<file path="config.mk">
export PLATFORM = sky130hd
export DESIGN_NAME = btn_debounce
export DESIGN_NICKNAME = d
export VERILOG_FILES = /design/src/rtl/btn_pkg.sv /design/src/rtl/sync_2ff.sv /design/src/rtl/btn_debounce.sv
export SDC_FILE = /design/constraint.sdc
export NUM_CORES = 1
export LEC_CHECK = 0
export ABC_AREA = 1
export CAP_MARGIN = 10
export CORE_ASPECT_RATIO = 1.4
export CORE_MARGIN = 2
export CORE_UTILIZATION = 30
export DETAILED_ROUTE_END_ITERATION = 7
export PLACE_DENSITY = 0.51
export SYNTH_ARGS = -nofsm -noshare
export SYNTH_HDL_FRONTEND = slang
export SYNTH_SLANG_ARGS = --single-unit
</file>
<file path="constraint.sdc">
create_clock -name CLK -period 3.1 [get_ports CLK]
set_input_delay 0.62 -clock CLK [delete_from_list [all_inputs] [get_ports CLK]]
set_output_delay 0.62 -clock CLK [all_outputs]
set_load 0.005 [all_outputs]
</file>
<file path="src/rtl/btn_pkg.sv">
// btn_pkg -- shared definitions for the push-button input block.
// Holds the debounce FSM state encoding, the default timing constants
// and a small helper for sizing counters.
package btn_pkg;

   // Debounce FSM states; the 2-bit encoding is fixed so other blocks can decode it.
   typedef enum logic [1:0] {
      IDLE       = 2'd0,
      PRESS_WAIT = 2'd1,
      HELD       = 2'd2,
      REL_WAIT   = 2'd3
   } btn_state_e;

   // 20 ms of stable input at a 1 MHz clock.
   localparam int BTN_DEBOUNCE_CYC_DEF = 20000;

   // 1 s of hold at a 1 MHz clock.
   localparam int BTN_LONG_CYC_DEF = 1000000;

   // Bits needed to count 0 .. n-1; at least one bit.
   function automatic int cnt_width(input int n);
      int w;
      w = $clog2(n);
      if (w < 1) begin
         w = 1;
      end
      return w;
   endfunction

endpackage

</file>
<file path="src/rtl/sync_2ff.sv">
// sync_2ff -- two-flop synchronizer for an asynchronous single-bit input.
// RST_VAL sets the value both flops take during reset, so a caller can make
// the synchronized output start at the pin's idle level.
module sync_2ff #(
   parameter logic RST_VAL = 1'b0
) (
   input  logic CLK,
   input  logic rst_n,
   input  logic d_i,
   output logic q_o
);

   logic meta_q;
   logic sync_q;

   // Two back-to-back flops give the first one a full cycle to resolve metastability.
   always_ff @(posedge CLK or negedge rst_n) begin
      if (!rst_n) begin
         meta_q <= RST_VAL;
         sync_q <= RST_VAL;
      end else begin
         meta_q <= d_i;
         sync_q <= meta_q;
      end
   end

   assign q_o = sync_q;

endmodule

</file>
<file path="src/rtl/btn_debounce.sv">
// btn_debounce -- debounced push button with press / release / long-press pulses.
// The raw pin is synchronized, normalised so that act=1 means pressed, and
// filtered by a four-state FSM: a level change is accepted only after
// DEBOUNCE_CYC consecutive cycles of stable input.
// Optional feature: define BTN_LONG_PRESS_EN to compile in the hold counter
// and the long_press_o pulse; without it long_press_o is tied low.
// "release" is a language keyword, so every data port carries an _i/_o suffix.
module btn_debounce
   import btn_pkg::*;
#(
   parameter int DEBOUNCE_CYC = BTN_DEBOUNCE_CYC_DEF,
   parameter int LONG_CYC     = BTN_LONG_CYC_DEF,
   parameter int ACTIVE_LOW   = 1
) (
   input  logic CLK,
   input  logic rst_n,
   input  logic btn_raw_i,
   output logic btn_level_o,
   output logic press_o,
   output logic release_o,
   output logic long_press_o
);

   localparam int             DB_W         = cnt_width(DEBOUNCE_CYC);
   localparam logic [DB_W-1:0] DB_LAST     = DB_W'(DEBOUNCE_CYC - 1);
   localparam logic           INACTIVE_LVL = (ACTIVE_LOW != 0) ? 1'b1 : 1'b0;

   logic            raw_sync;
   logic            act;
   logic            db_done;

   btn_state_e      state_q,   state_d;
   logic [DB_W-1:0] db_cnt_q,  db_cnt_d;
   logic            level_q,   level_d;
   logic            press_q,   press_d;
   logic            release_q, release_d;

   // Hold-counter controls, produced by the FSM.
   logic            hold_clr;
   logic            hold_run;

   // Synchronizer idles at the released pin level so reset never looks like a press.
   sync_2ff #(
      .RST_VAL (INACTIVE_LVL)
   ) u_sync (
      .CLK   (CLK),
      .rst_n (rst_n),
      .d_i   (btn_raw_i),
      .q_o   (raw_sync)
   );

   assign act     = raw_sync ^ INACTIVE_LVL;
   assign db_done = (db_cnt_q == DB_LAST);

   // Next-state, debounce counter and pulse decode for the debounce FSM.
   always_comb begin
      state_d   = state_q;
      db_cnt_d  = db_cnt_q;
      level_d   = level_q;
      press_d   = 1'b0;
      release_d = 1'b0;
      hold_clr  = 1'b0;
      hold_run  = 1'b0;
      case (state_q)
         IDLE: begin
            if (act) begin
               state_d  = PRESS_WAIT;
               db_cnt_d = '0;
            end
         end
         PRESS_WAIT: begin
            if (!act) begin
               // Too short to be a press: drop it silently.
               state_d  = IDLE;
               db_cnt_d = '0;
            end else if (db_done) begin
               state_d  = HELD;
               db_cnt_d = '0;
               press_d  = 1'b1;
               level_d  = 1'b1;
               hold_clr = 1'b1;
            end else begin
               db_cnt_d = db_cnt_q + 1'b1;
            end
         end
         HELD: begin
            hold_run = 1'b1;
            if (!act) begin
               state_d  = REL_WAIT;
               db_cnt_d = '0;
            end
         end
         REL_WAIT: begin
            if (act) begin
               // Release bounce: still the same hold, keep the hold count.
               state_d  = HELD;
               db_cnt_d = '0;
               hold_run = 1'b1;
            end else if (db_done) begin
               // Hold stops counting on the release cycle so long_press
               // can never coincide with the release pulse.
               state_d   = IDLE;
               db_cnt_d  = '0;
               release_d = 1'b1;
               level_d   = 1'b0;
            end else begin
               db_cnt_d = db_cnt_q + 1'b1;
               hold_run = 1'b1;
            end
         end
         default: begin
            state_d  = IDLE;
            db_cnt_d = '0;
         end
      endcase
   end

   // FSM state, debounce counter and registered outputs.
   always_ff @(posedge CLK or negedge rst_n) begin
      if (!rst_n) begin
         state_q   <= IDLE;
         db_cnt_q  <= '0;
         level_q   <= 1'b0;
         press_q   <= 1'b0;
         release_q <= 1'b0;
      end else begin
         state_q   <= state_d;
         db_cnt_q  <= db_cnt_d;
         level_q   <= level_d;
         press_q   <= press_d;
         release_q <= release_d;
      end
   end

   assign btn_level_o = level_q;
   assign press_o     = press_q;
   assign release_o   = release_q;

`ifdef BTN_LONG_PRESS_EN
   localparam int                HOLD_W    = cnt_width(LONG_CYC);
   localparam logic [HOLD_W-1:0] HOLD_LAST = HOLD_W'(LONG_CYC - 1);

   logic [HOLD_W-1:0] hold_cnt_q, hold_cnt_d;
   logic              long_q,     long_d;

   // Saturating hold counter; long_press fires only on the step into saturation.
   always_comb begin
      hold_cnt_d = hold_cnt_q;
      long_d     = 1'b0;
      if (hold_clr) begin
         hold_cnt_d = '0;
      end else if (hold_run && (hold_cnt_q != HOLD_LAST)) begin
         hold_cnt_d = hold_cnt_q + 1'b1;
         long_d     = (hold_cnt_d == HOLD_LAST);
      end
   end

   // Hold counter and long_press pulse registers.
   always_ff @(posedge CLK or negedge rst_n) begin
      if (!rst_n) begin
         hold_cnt_q <= '0;
         long_q     <= 1'b0;
      end else begin
         hold_cnt_q <= hold_cnt_d;
         long_q     <= long_d;
      end
   end

   assign long_press_o = long_q;
`else
   // Without the long-press feature the hold controls and LONG_CYC go unused.
   localparam int unused_long_cyc = LONG_CYC;
   logic          unused_hold;

   assign unused_hold  = hold_clr ^ hold_run;
   assign long_press_o = 1'b0;
`endif

endmodule

</file>
==> Word-level counts from Yosys, hierarchy flattened <==
Cells that the tools add are included.
Widths: inputs -> output; s select.
{ "totals": {"elab_cells": 48, "in_bits": 3, "reg_bits": 22, "out_inout_bits": 4} }
{ "op_classes": {"eq_ne": 12, "add_sub_neg": 1, "reduce_logical": 5, "n_mux": 23} }
{ "op_table": {"columns": ["cell", "n"], "rows": [
  ["$mux 15", 5],
  ["$pmux 15 s4", 1],
  ["$add 15x1->15 const B", 1],
  ["$eq 15x15->1 const B", 1],
  ["$mux 2", 6],
  ["$mux 1", 9],
  ["$ne 2x2->1 const B", 4],
  ["$pmux 2 s4", 1],
  ["$reduce_and 5->1", 1],
  ["$eq 2x2->1 const B", 2],
  ["$ne 2x1->1 const B", 2],
  ["$reduce_and 4->1", 1],
  ["$ne 3x2->1 const B", 1],
  ["$ne 3x3->1 const B", 1],
  ["$eq 2x1->1 const B", 1],
  ["$logic_not 2->1", 1],
  ["$pmux 1 s2", 1],
  ["$reduce_and 2->1", 1],
  ["$reduce_bool 2->1", 1]
]} }

==> Longest topological paths before layout <==
Gate-level depths: netlist of the first run.
{ "logic_depth": {"ltp_word": 4, "depth_mapped": 10, "depth_no_buf": 10} }

==> By module <==
Synthesis of the first run repeated with hierarchy kept, for this count alone.
{ "hier_totals": {"cells_unflattened": 174, "hier_area_um2": 1267.5} }
{ "modules_own_cells": {"columns": ["mod", "area_per_inst_um2", "cells_each", "instances"], "rows": [
  ["btn_debounce", 1214.9, 172, 1],
  ["sync_2ff", 52.6, 2, 1]
]} }

==> Worst setup path after synthesis of the first run <==
OpenSTA, ideal clock, no wires.
{ "synth_timing": {"path_type": "reg-to-reg", "start": "register db_cnt_q[0]", "end": "register db_cnt_q[5]", "arrival_time_ns": 1.278, "setup_ns": 0.123, "path_stages_with_launch": 9, "path_buffers": 0, "synth_period_minus_slack_ns": 1.401, "slack_ns": 1.699, "path_cell_list": "dfrtp_1 ha_1 nand2_1 inv_1 nand2_1 nor2_2 nand2_2 a21oi_4 nor2_1"} }
{ "synth_via": {"elab_chain_len": 4} }
{ "synth_lines": {"columns": ["item", "line_no", "rtl"], "rows": [
  ["from (decl)", "btn_debounce.sv:33", "logic [DB_W-1:0] db_cnt_q, db_cnt_d;"],
  ["from (signal assigned)", "btn_debounce.sv:128", "db_cnt_q <= db_cnt_d;"],
  ["$add 15x1->15 or $eq 15x15->1 (tied branches)", "btn_debounce.sv:83, btn_debounce.sv:107, btn_debounce.sv:53", null],
  ["$mux 15 (*)", "btn_debounce.sv:76, btn_debounce.sv:99", null],
  ["$mux 15, on equally long branches", "btn_debounce.sv:94, btn_debounce.sv:72", null],
  ["$pmux 15 s4 (*)", "btn_debounce.sv:64", "case (state_q)"]
]} }
Mark *: on every way between the ends. The rest lies on a longest branch, timed or not.
A chain may end at the register's enable or synchronous reset.

==> Worst setup path after layout of the first run <==
{ "layout_timing": {"start": "register level_q (netlist: btn_level_o)", "end": "output port btn_level_o"} }
{ "layout_lines": {"columns": ["item", "line_no", "rtl"], "rows": [
  ["from (decl)", "btn_debounce.sv:34", "logic level_q, level_d;"],
  ["from (signal assigned)", "btn_debounce.sv:129", "level_q <= level_d;"],
  ["to (decl)", "btn_debounce.sv:18", "output logic btn_level_o,"]
]} }
No word-level cell between the ends.

==> results of run 1 <==
-- area by class of cell --
| class | instances | area [um^2] | share of cell area [%] |
|---|---|---|---|
| repair buffers | 6 | 57.6 | 4.09 |
| flip-flops and latches | 22 | 553 | 39.3 |
| multi-input cells | 115 | 621 | 44.1 |
| well taps | 45 | 56.3 | 4.00 |
| inverters | 20 | 75.1 | 5.33 |
| clock buffers | 4 | 45.0 | 3.20 |
-- stage by stage --
step,worst slack (ps),std cells
3_3_place_gp,1560,208
4_1_cts,1360,212
6_report,1370,212
2_1_floorplan,1700,159
5_1_grt,1300,212
3_5_place_dp,1530,208
-- logic make-up (layout without fill, tap and decap cells) --
kind of cell | Yosys count | after routing | synth area share, %
xor+xnor | 4 | 4 | 2.76
fa+ha+maj | 1 | 1 | 0.984
compound gates | 11 | 11 | 6.69
buf+inv | 22 | 30 | 7.68
other cells | 1 | 1 | 0.295
flops | 22 | 22 | 43.5
simple gates | 98 | 98 | 38.1
-- routing by layer --
layer | vias to the layer above | track usage (%)
li1 | 514 | -
met1 | 476 | 14.9
met2 | 22 | 22.7
met3 | 9 | 1.75
met4 | 0 | 5.91
met5 | - | 0
-- power groups by stage --
stage / combinational (mW) / clock [mW] / sequential, mW
3_3_place_gp: 0.0341 / 0 / 0.302
2_1_floorplan: 0.0236 / 0 / 0.301
6_report: 0.0336 / 0.184 / 0.296
4_1_cts: 0.0344 / 0.190 / 0.296
5_1_grt: 0.0386 / 0.203 / 0.297
3_5_place_dp: 0.0344 / 0 / 0.302
-- worst max-delay path by stage --
| stage | depth (start not counted) | start | slack [ps] | to |
|---|---|---|---|---|
| floorplan | 8 | db_cnt_q[0] | 1700 | db_cnt_q[5] |
| global placement | 7 | db_cnt_q[0] | 1560 | press_o |
| detailed placement | 10 | db_cnt_q[0] | 1530 | db_cnt_q[9] |
| CTS | 1 | btn_level_o | 1360 | btn_level_o |
| global route | 1 | btn_level_o | 1300 | btn_level_o |
| finish | 1 | btn_level_o | 1370 | btn_level_o |
-- cells in the final DEF (no fill, tap or decap) --
cell type	instances
clkbuf_8	3
nor2_1	21
dfrtp_1	20
conb_1	1
a21oi_4	2
nand3_1	14
buf_4	1
clkbuf_1	1
clkdlybuf4s50_1	5
a21oi_1	2
nand3_4	1
nor2_2	4
a21oi_2	1
nand3b_1	1
ha_1	1
inv_2	2
nor3_4	1
nand2_2	4
o21bai_1	1
nand2_1	40
nand4_1	7
o21ai_0	4
inv_1	18
nor3_1	1
nand2_4	4
dfstp_2	2
xor2_1	4
o22ai_1	1
-- flip-flops by register name, indices dropped and copies added, names as in the netlist, named ones only --
signal	cells
press_o	1
u_sync.meta_q	1
btn_level_o	1
release_o	1
u_sync.q_o	1
db_cnt_q	15
state_q	1
==> results.json, run 1 <==
{
  "fill_cells": 440,
  "ir_drop_mv": 0.189,
  "cts_buffers": 3,
  "max_freq_ghz": 0.578,
  "synthFlopType": "dfrtp_1",
  "drive_above_1_share_pct": 15.0,
  "dieArea_um2": 4780,
  "fin_util_pct": 34.0,
  "io_buffers": 5,
  "worst_setup_path_start_kind": "register",
  "gp_congestion": 0.809,
  "grt_max_degree": 23,
  "finalHoldViolCount": 0,
  "r2r-start": "db_cnt_q[0]",
  "min_from": "u_sync.meta_q",
  "critPathKind": "register to primary output",
  "grtUsageTotal_pct": 12.8,
  "ys_ff_latch": 22,
  "die_h_um": 81.0,
  "area_delta_synth_final_pct": 10.7,
  "final.setup.tns_ps": 0,
  "synth_edf_count": 0,
  "power_leakage_nw": 0.644,
  "grt_setup_unrepaired": "no",
  "post_synth_inst_count": 159,
  "rr_endpoint": "db_cnt_q[6]",
  "p_seq_share_pct": 57.7,
  "grt_antenna_before_repair": 0,
  "switching_share_pct": 23.2,
  "drt-initial-drc-count": 26,
  "post_cts.repair.setup_buffers": 0,
  "r2r_slack_ps": 1540,
  "clockPowerShare_pct": 35.8,
  "grt-ovfl-total": 0,
  "cts_sinks": 22,
  "skew_ps": 11.3,
  "reg2reg_depth": 8,
  "wl_met2_um": 1400,
  "outcome": "complete, no violations",
  "comb_power_share_pct": 6.5,
  "cts_resized": 0,
  "synth_most_common_cell": "nand2_1",
  "holdPathStages": 0,
  "yosys_warnings": 0,
  "cell_internal_pwr_mw": 0.394,
  "p_sw_mw": 0.119,
  "critPathArrivalTime_ps": 1110,
  "p_total_mw": 0.514,
  "start_util_pct": 30.8,
  "crit_path_end_kind": "primary output",
  "n_antenna_cell": 0,
  "syn_area_um2": 1270,
  "synth_top_cell_area_share_pct": 39.4,
  "slowest_delay_ps": 500,
  "ctsHoldBuffers": 0,
  "cp_num_buf_inv": 1,
  "cts_max_path_buffers": 2,
  "antenna_left": 0,
  "pin_count": 7,
  "grt_pass1_wl_um": 4690,
  "whs_endpoint": "u_sync.q_o",
  "cp_slowest_cell": "clkdlybuf4s50_1",
  "drv_cap": 0,
  "cts_root_buf": "clkbuf_8",
  "worstPathMaxFanout": 2,
  "dpl.hpwl_um": 2010,
  "dr.pass1.iters": 4,
  "syn_avg_cell_area_um2": 8.00,
  "totalWireLength_um": 2590,
  "crit_chain": "clkdlybuf4s50_1",
  "synth_area_leader_cell": "dfrtp_1",
  "htree_levels": 1,
  "drv_slew": 0,
  "yosysUniqueCellTypes": 26,
  "core_area_um2": 4130,
  "holdWs_ps": 363,
  "fin_crit_ps": 1730,
  "clkSlewWorstSetupHoldPaths_ps": 70,
  "drt-wirelength-per-cell_um": 12.2,
  "placed_area_um2": 1360,
  "synth_common_cells": "nand2_1, nor2_1, dfrtp_1",
  "setup_violations": 0,
  "grt_pass1_vias": 1071,
  "vias": 1021,
  "drc": 0,
  "wl_met1_um": 1050,
  "yosysSeqAreaShare_pct": 43.5,
  "powerDensity_nw_per_um2": 365,
  "nets": 172,
  "vias_per_cell": 4.82,
  "required_ps": 2480,
  "fin_crit_sh_pct": 55.8,
  "async_flop_share_pct": 100,
  "crit_family": "buffers and inverters",
  "std_cell_rows": 28,
  "cts_tree": "built",
  "top_layer": "met4",
  "hold_path.class": "register to register",
  "fin_area_um2": 1410,
  "clk_latency_ps": 270,
  "met3_wirelength_um": 79,
  "die_w_um": 59.0,
  "synth_nets": 163,
  "synth_area_leaders": "dfrtp_1, nand2_1, nor2_1"
}
Note: power is estimated with default switching activity, not from simulation.
==> run 2, diff against run 1 <==
- clock period: 3.1 -> 1.7 ns (I/O delays scaled with it)
==> run 2 against run 1 <==
  * Global-route usage is 0.094 points higher
  * Clock power is 100% higher
  * Largest power group unchanged
  * Critical path depth is 7 higher
  * Largest cell class unchanged
  * Critical endpoint is now db_cnt_q[8]
  * Cell count is 0.47% higher
  * Cell area is 2.3% higher
==> results.json, run 2 (synthesis gave the netlist of run 1 again) <==
{
  "outcome": "complete, no violations",
  "io_buffers": 5,
  "crit_path_end_kind": "register",
  "worst_setup_path_start_kind": "register",
  "cts_max_path_buffers": 2,
  "drv_slew": 0,
  "critPathKind": "register to register",
  "r2r_slack_ps": 180,
  "nets": 173,
  "fin_area_um2": 1440,
  "top_register": "db_cnt_q",
  "grt_antenna_before_repair": 0,
  "cts_root_buf": "clkbuf_8",
  "htree_levels": 1,
  "drv_cap": 0,
  "n_antenna_cell": 0,
  "fin_crit_ps": 1520,
  "skew_ps": 6.63,
  "totalWireLength_um": 2660,
  "final.setup.tns_ps": 0,
  "cts_buffers": 3,
  "dr.pass1.iters": 4,
  "drt-initial-drc-count": 22,
  "cts_tree": "built",
  "drt-wirelength-per-cell_um": 12.5,
  "antenna_left": 0,
  "vias": 1027,
  "fill_cells": 452,
  "critPathArrivalTime_ps": 1680,
  "required_ps": 1850,
  "fin_crit_sh_pct": 89.5,
  "die_w_um": 59.0,
  "drive_above_1_share_pct": 17.3,
  "placed_area_um2": 1360,
  "grt_max_degree": 23,
  "grt_setup_unrepaired": "no",
  "cts_sinks": 22,
  "powerDensity_nw_per_um2": 682,
  "clkSlewWorstSetupHoldPaths_ps": 80,
  "cp_num_buf_inv": 1,
  "setup_violations": 0,
  "cp_slowest_cell": "dfrtp_1",
  "p_total_mw": 0.982,
  "start_util_pct": 30.8,
  "ctsHoldBuffers": 0,
  "finalHoldViolCount": 0,
  "final_common_cell": "nand2_1",
  "max_freq_ghz": 0.657,
  "worstPathMaxFanout": 5,
  "slowest_delay_ps": 390,
  "crit_family": "simple AND/OR/NAND/NOR gates",
  "die_h_um": 81.0,
  "power_leakage_nw": 0.670,
  "area_delta_synth_final_pct": 13.3,
  "core_area_um2": 4130,
  "grt_pass1_wl_um": 4630,
  "final_cell_mix": "nand2_1, nor2_1, dfrtp_1",
  "grt-ovfl-total": 0,
  "dieArea_um2": 4780,
  "crit_chain": "ha_2 > nand2_2 > inv_1 > nand2_1 > nor2_4 > nand2_4 > a21oi_4 > nor2_1",
  "grtUsageTotal_pct": 12.9,
  "gp_congestion": 0.823,
  "largest_reg_flops": 15,
  "vias_per_cell": 4.82,
  "dpl.hpwl_um": 2060,
  "clk_latency_ps": 260,
  "ir_drop_mv": 0.427,
  "pin_count": 7,
  "std_cell_rows": 28,
  "hold_path.class": "register to register",
  "grt_pass1_vias": 1087,
  "drc": 0
}
-- run 2: timing repair --
| item | in CTS | in global routing |
|---|---|---|
| setup buffers | 0 | 1 |
| setup endpoints to repair | 0 | 11 |
| gates resized for setup | 0 | 4 |
| hold endpoints to repair | 0 | 0 |
-- run 2: final cells by class --
type | count | area (um^2) | area share [%]
multi-input combinational | 115 | 636 | 44.1
sequential | 22 | 553 | 38.4
clock buffer | 4 | 55.1 | 3.82
timing repair buffer | 7 | 65.1 | 4.52
tap | 45 | 56.3 | 3.91
inverter | 20 | 75.1 | 5.21
-- run 2: through the flow --
stage | setup slack, ps | utilization, % | hold slack [ps] | instances
4_1_cts | 119 | 34.3 | 364 | 212
5_1_grt | 6.62 | 34.8 | 366 | 213
3_5_place_dp | 137 | 33.0 | 351 | 208
6_report | 178 | 34.8 | 361 | 213
3_3_place_gp | 156 | 33.0 | 349 | 208
2_1_floorplan | 299 | - | 44.4 | 159
-- run 2: per-layer routing --
metal | track usage, % | vias up | wire length, um
li1 | - | 520 | -
met1 | 13.1 | 482 | 1050
met2 | 24.1 | 16 | 1450
met3 | 1.91 | 9 | 71
met4 | 7.50 | 0 | 95
met5 | 0 | - | 0
-- run 2: power breakdown --
group	leakage, nW	internal, mW	switching [mW]
combinational	0.345	0.0219	0.0441
clock	0.0288	0.207	0.169
sequential	0.297	0.533	0.00792
total	0.670	0.761	0.221
-- run 2: worst paths after layout --
path | startpoint | endpoint | depth (start not counted)
worst max-delay path | db_cnt_q[0] | db_cnt_q[8] | 8
worst min-delay path | u_sync.meta_q | u_sync.q_o | 0
worst max register to register | db_cnt_q[0] | db_cnt_q[8] | 8
worst min register to register | u_sync.meta_q | u_sync.q_o | 0
max in group asynchronous | rst_n | u_sync.q_o | 2
min in group asynchronous | rst_n | btn_level_o | 2
-- run 2: worst register-to-register path: stages, from the launching register on --
cell	delay [ps]
dfrtp_1	390
ha_2	210
nand2_2	90
inv_1	60
nand2_1	100
nor2_4	140
nand2_4	90
a21oi_4	250
nor2_1	80
==> run 3, diff against run 2 <==
- REMOVE_ABC_BUFFERS: default -> 1
==> run 3 against run 2 <==
  * Core utilization fell by 0.36 points
  * First-iteration DRC count decreased by 32%
  * Total power fell by 4.3%
  * Cell count did not move
  * Non-clock buffer count did not move
  * Clock-buffer cell count is the same
  * Cell area down 1.0%
  * Critical endpoint is now db_cnt_q[5]
  * Largest cell class unchanged
  * Highest routed layer unchanged
==> results.json, run 3 (synthesis gave the netlist of run 1 again) <==
{
  "crit_chain": "ha_2 > nand2_2 > inv_1 > nand2_1 > nor2_4 > nand2_2 > a21oi_4 > nor2_1",
  "grt-busiest-layer": "met2",
  "gp_congestion": 0.833,
  "required_ps": 1850,
  "fin_area_um2": 1430,
  "std_cell_rows": 28,
  "powerDensity_nw_per_um2": 660,
  "fin_util_pct": 34.5,
  "final_cell_mix": "nand2_1, nor2_1, dfrtp_1",
  "crit_path_end_kind": "register",
  "drc": 0,
  "area_delta_synth_final_pct": 12.1,
  "cts_sinks": 22,
  "totalWireLength_um": 2620,
  "setup_violations": 0,
  "pin_count": 7,
  "grtUsageTotal_pct": 12.8,
  "io_buffers": 5,
  "die_w_um": 59.0,
  "critPathKind": "register to register",
  "fin_crit_ps": 1530,
  "reg2reg_depth": 8,
  "placed_area_um2": 1360,
  "cell_internal_pwr_mw": 0.722,
  "hold_path.class": "register to register",
  "drv_slew": 0,
  "p_sw_mw": 0.218,
  "slowest_delay_ps": 380,
  "final.setup.tns_ps": 0,
  "clk_latency_ps": 260,
  "cts_max_path_buffers": 2,
  "clockPowerShare_pct": 35.6,
  "largest_reg_flops": 15,
  "final_common_cell": "nand2_1",
  "setup.worst_path.start": "db_cnt_q[0]",
  "switching_share_pct": 23.2,
  "drt-initial-drc-count": 15,
  "htree_levels": 1,
  "clkSlewWorstSetupHoldPaths_ps": 80,
  "die_h_um": 81.0,
  "crit_family": "simple AND/OR/NAND/NOR gates",
  "n_antenna_cell": 0,
  "rr_endpoint": "db_cnt_q[5]",
  "finalHoldViolCount": 0,
  "drv_cap": 0,
  "met1_usage_pct": 13.2,
  "crit_end": "db_cnt_q[5]",
  "critPathArrivalTime_ps": 1680,
  "nets": 173,
  "p_seq_share_pct": 57.4,
  "r2r-start": "db_cnt_q[0]",
  "cp_num_buf_inv": 1,
  "dpl_worst_slack_ps": 111,
  "cts_root_buf": "clkbuf_8",
  "start_util_pct": 30.8,
  "worst-path-stages": 8,
  "cts_buffers": 3,
  "grt_pass1_vias": 1097,
  "dpl.hpwl_um": 2010,
  "grt-ovfl-total": 0,
  "drive_above_1_share_pct": 16.7,
  "grt_pass1_wl_um": 4630,
  "antenna_left": 0,
  "top_register": "db_cnt_q",
  "dieArea_um2": 4780,
  "drt-wirelength-per-cell_um": 12.3,
  "grt_max_degree": 23,
  "cp_slowest_cell": "dfrtp_1",
  "dr.pass1.iters": 4,
  "core_area_um2": 4130,
  "p_total_mw": 0.940,
  "vias_per_cell": 4.87,
  "comb_power_share_pct": 6.9,
  "worstPathMaxFanout": 5,
  "grt_setup_unrepaired": "no",
  "cts_tree": "built",
  "fin_crit_sh_pct": 89.9,
  "ir_drop_mv": 0.427,
  "final.setup.worst_slack_ps": 172,
  "vias": 1038,
  "met3_usage_pct": 1.75,
  "power_leakage_nw": 0.649,
  "r2r_slack_ps": 170,
  "grtUsageMet2_pct": 24.4,
  "worst_setup_path_start_kind": "register",
  "outcome": "complete, no violations",
  "max_freq_ghz": 0.654,
  "cp_common_cell": "nand2_2",
  "skew_ps": 2.43,
  "grt_antenna_before_repair": 0,
  "ctsHoldBuffers": 0
}
run 3: per-layer routing:
metal	part of all wire [%]	routed length, um
met5	0	0
met4	1.8	48
met3	1.5	39
met2	57	1490
met1	40	1040
run 3: power groups by stage:
stage	combinational, mW	sequential (mW)	clock (mW)
after floorplan	0.0375	0.549	0
after global placement	0.0634	0.550	0
after detailed placement	0.0641	0.550	0
after CTS	0.0643	0.540	0.349
after global routing	0.0745	0.541	0.372
final	0.0651	0.540	0.335
run 3: how the worst min path moves through the flow:
stage | startpoint | to | slack [ps] | cells past startpoint
after floorplan | rst_n | asynchronous set/reset pin | 40 | 0
after CTS | u_sync.meta_q | u_sync.q_o | 360 | 0
final | u_sync.meta_q | u_sync.q_o | 360 | 0
after global placement | u_sync.meta_q | u_sync.q_o | 350 | 0
after detailed placement | u_sync.meta_q | u_sync.q_o | 350 | 0
after global routing | u_sync.meta_q | u_sync.q_o | 370 | 0
run 3: through the flow:
stage               hold slack, ps  std cells
floorplan                     44.4        157
global placement               351        208
detailed placement             351        208
CTS                            363        212
global route                   370        213
finish                         362        213
run 3: what timing repair did:
item	in CTS	in global routing
setup endpoints to repair	0	12
buffers inserted	0	1
resized for setup	0	3
run 3: area by class of cell:
class	instances	area (um^2)
clock buffers	4	45.0
fillers	435	2710
inverters	20	75.1
multi-input cells	115	631
flip-flops and latches	22	553
well taps	45	56.3
repair buffers	7	65.1
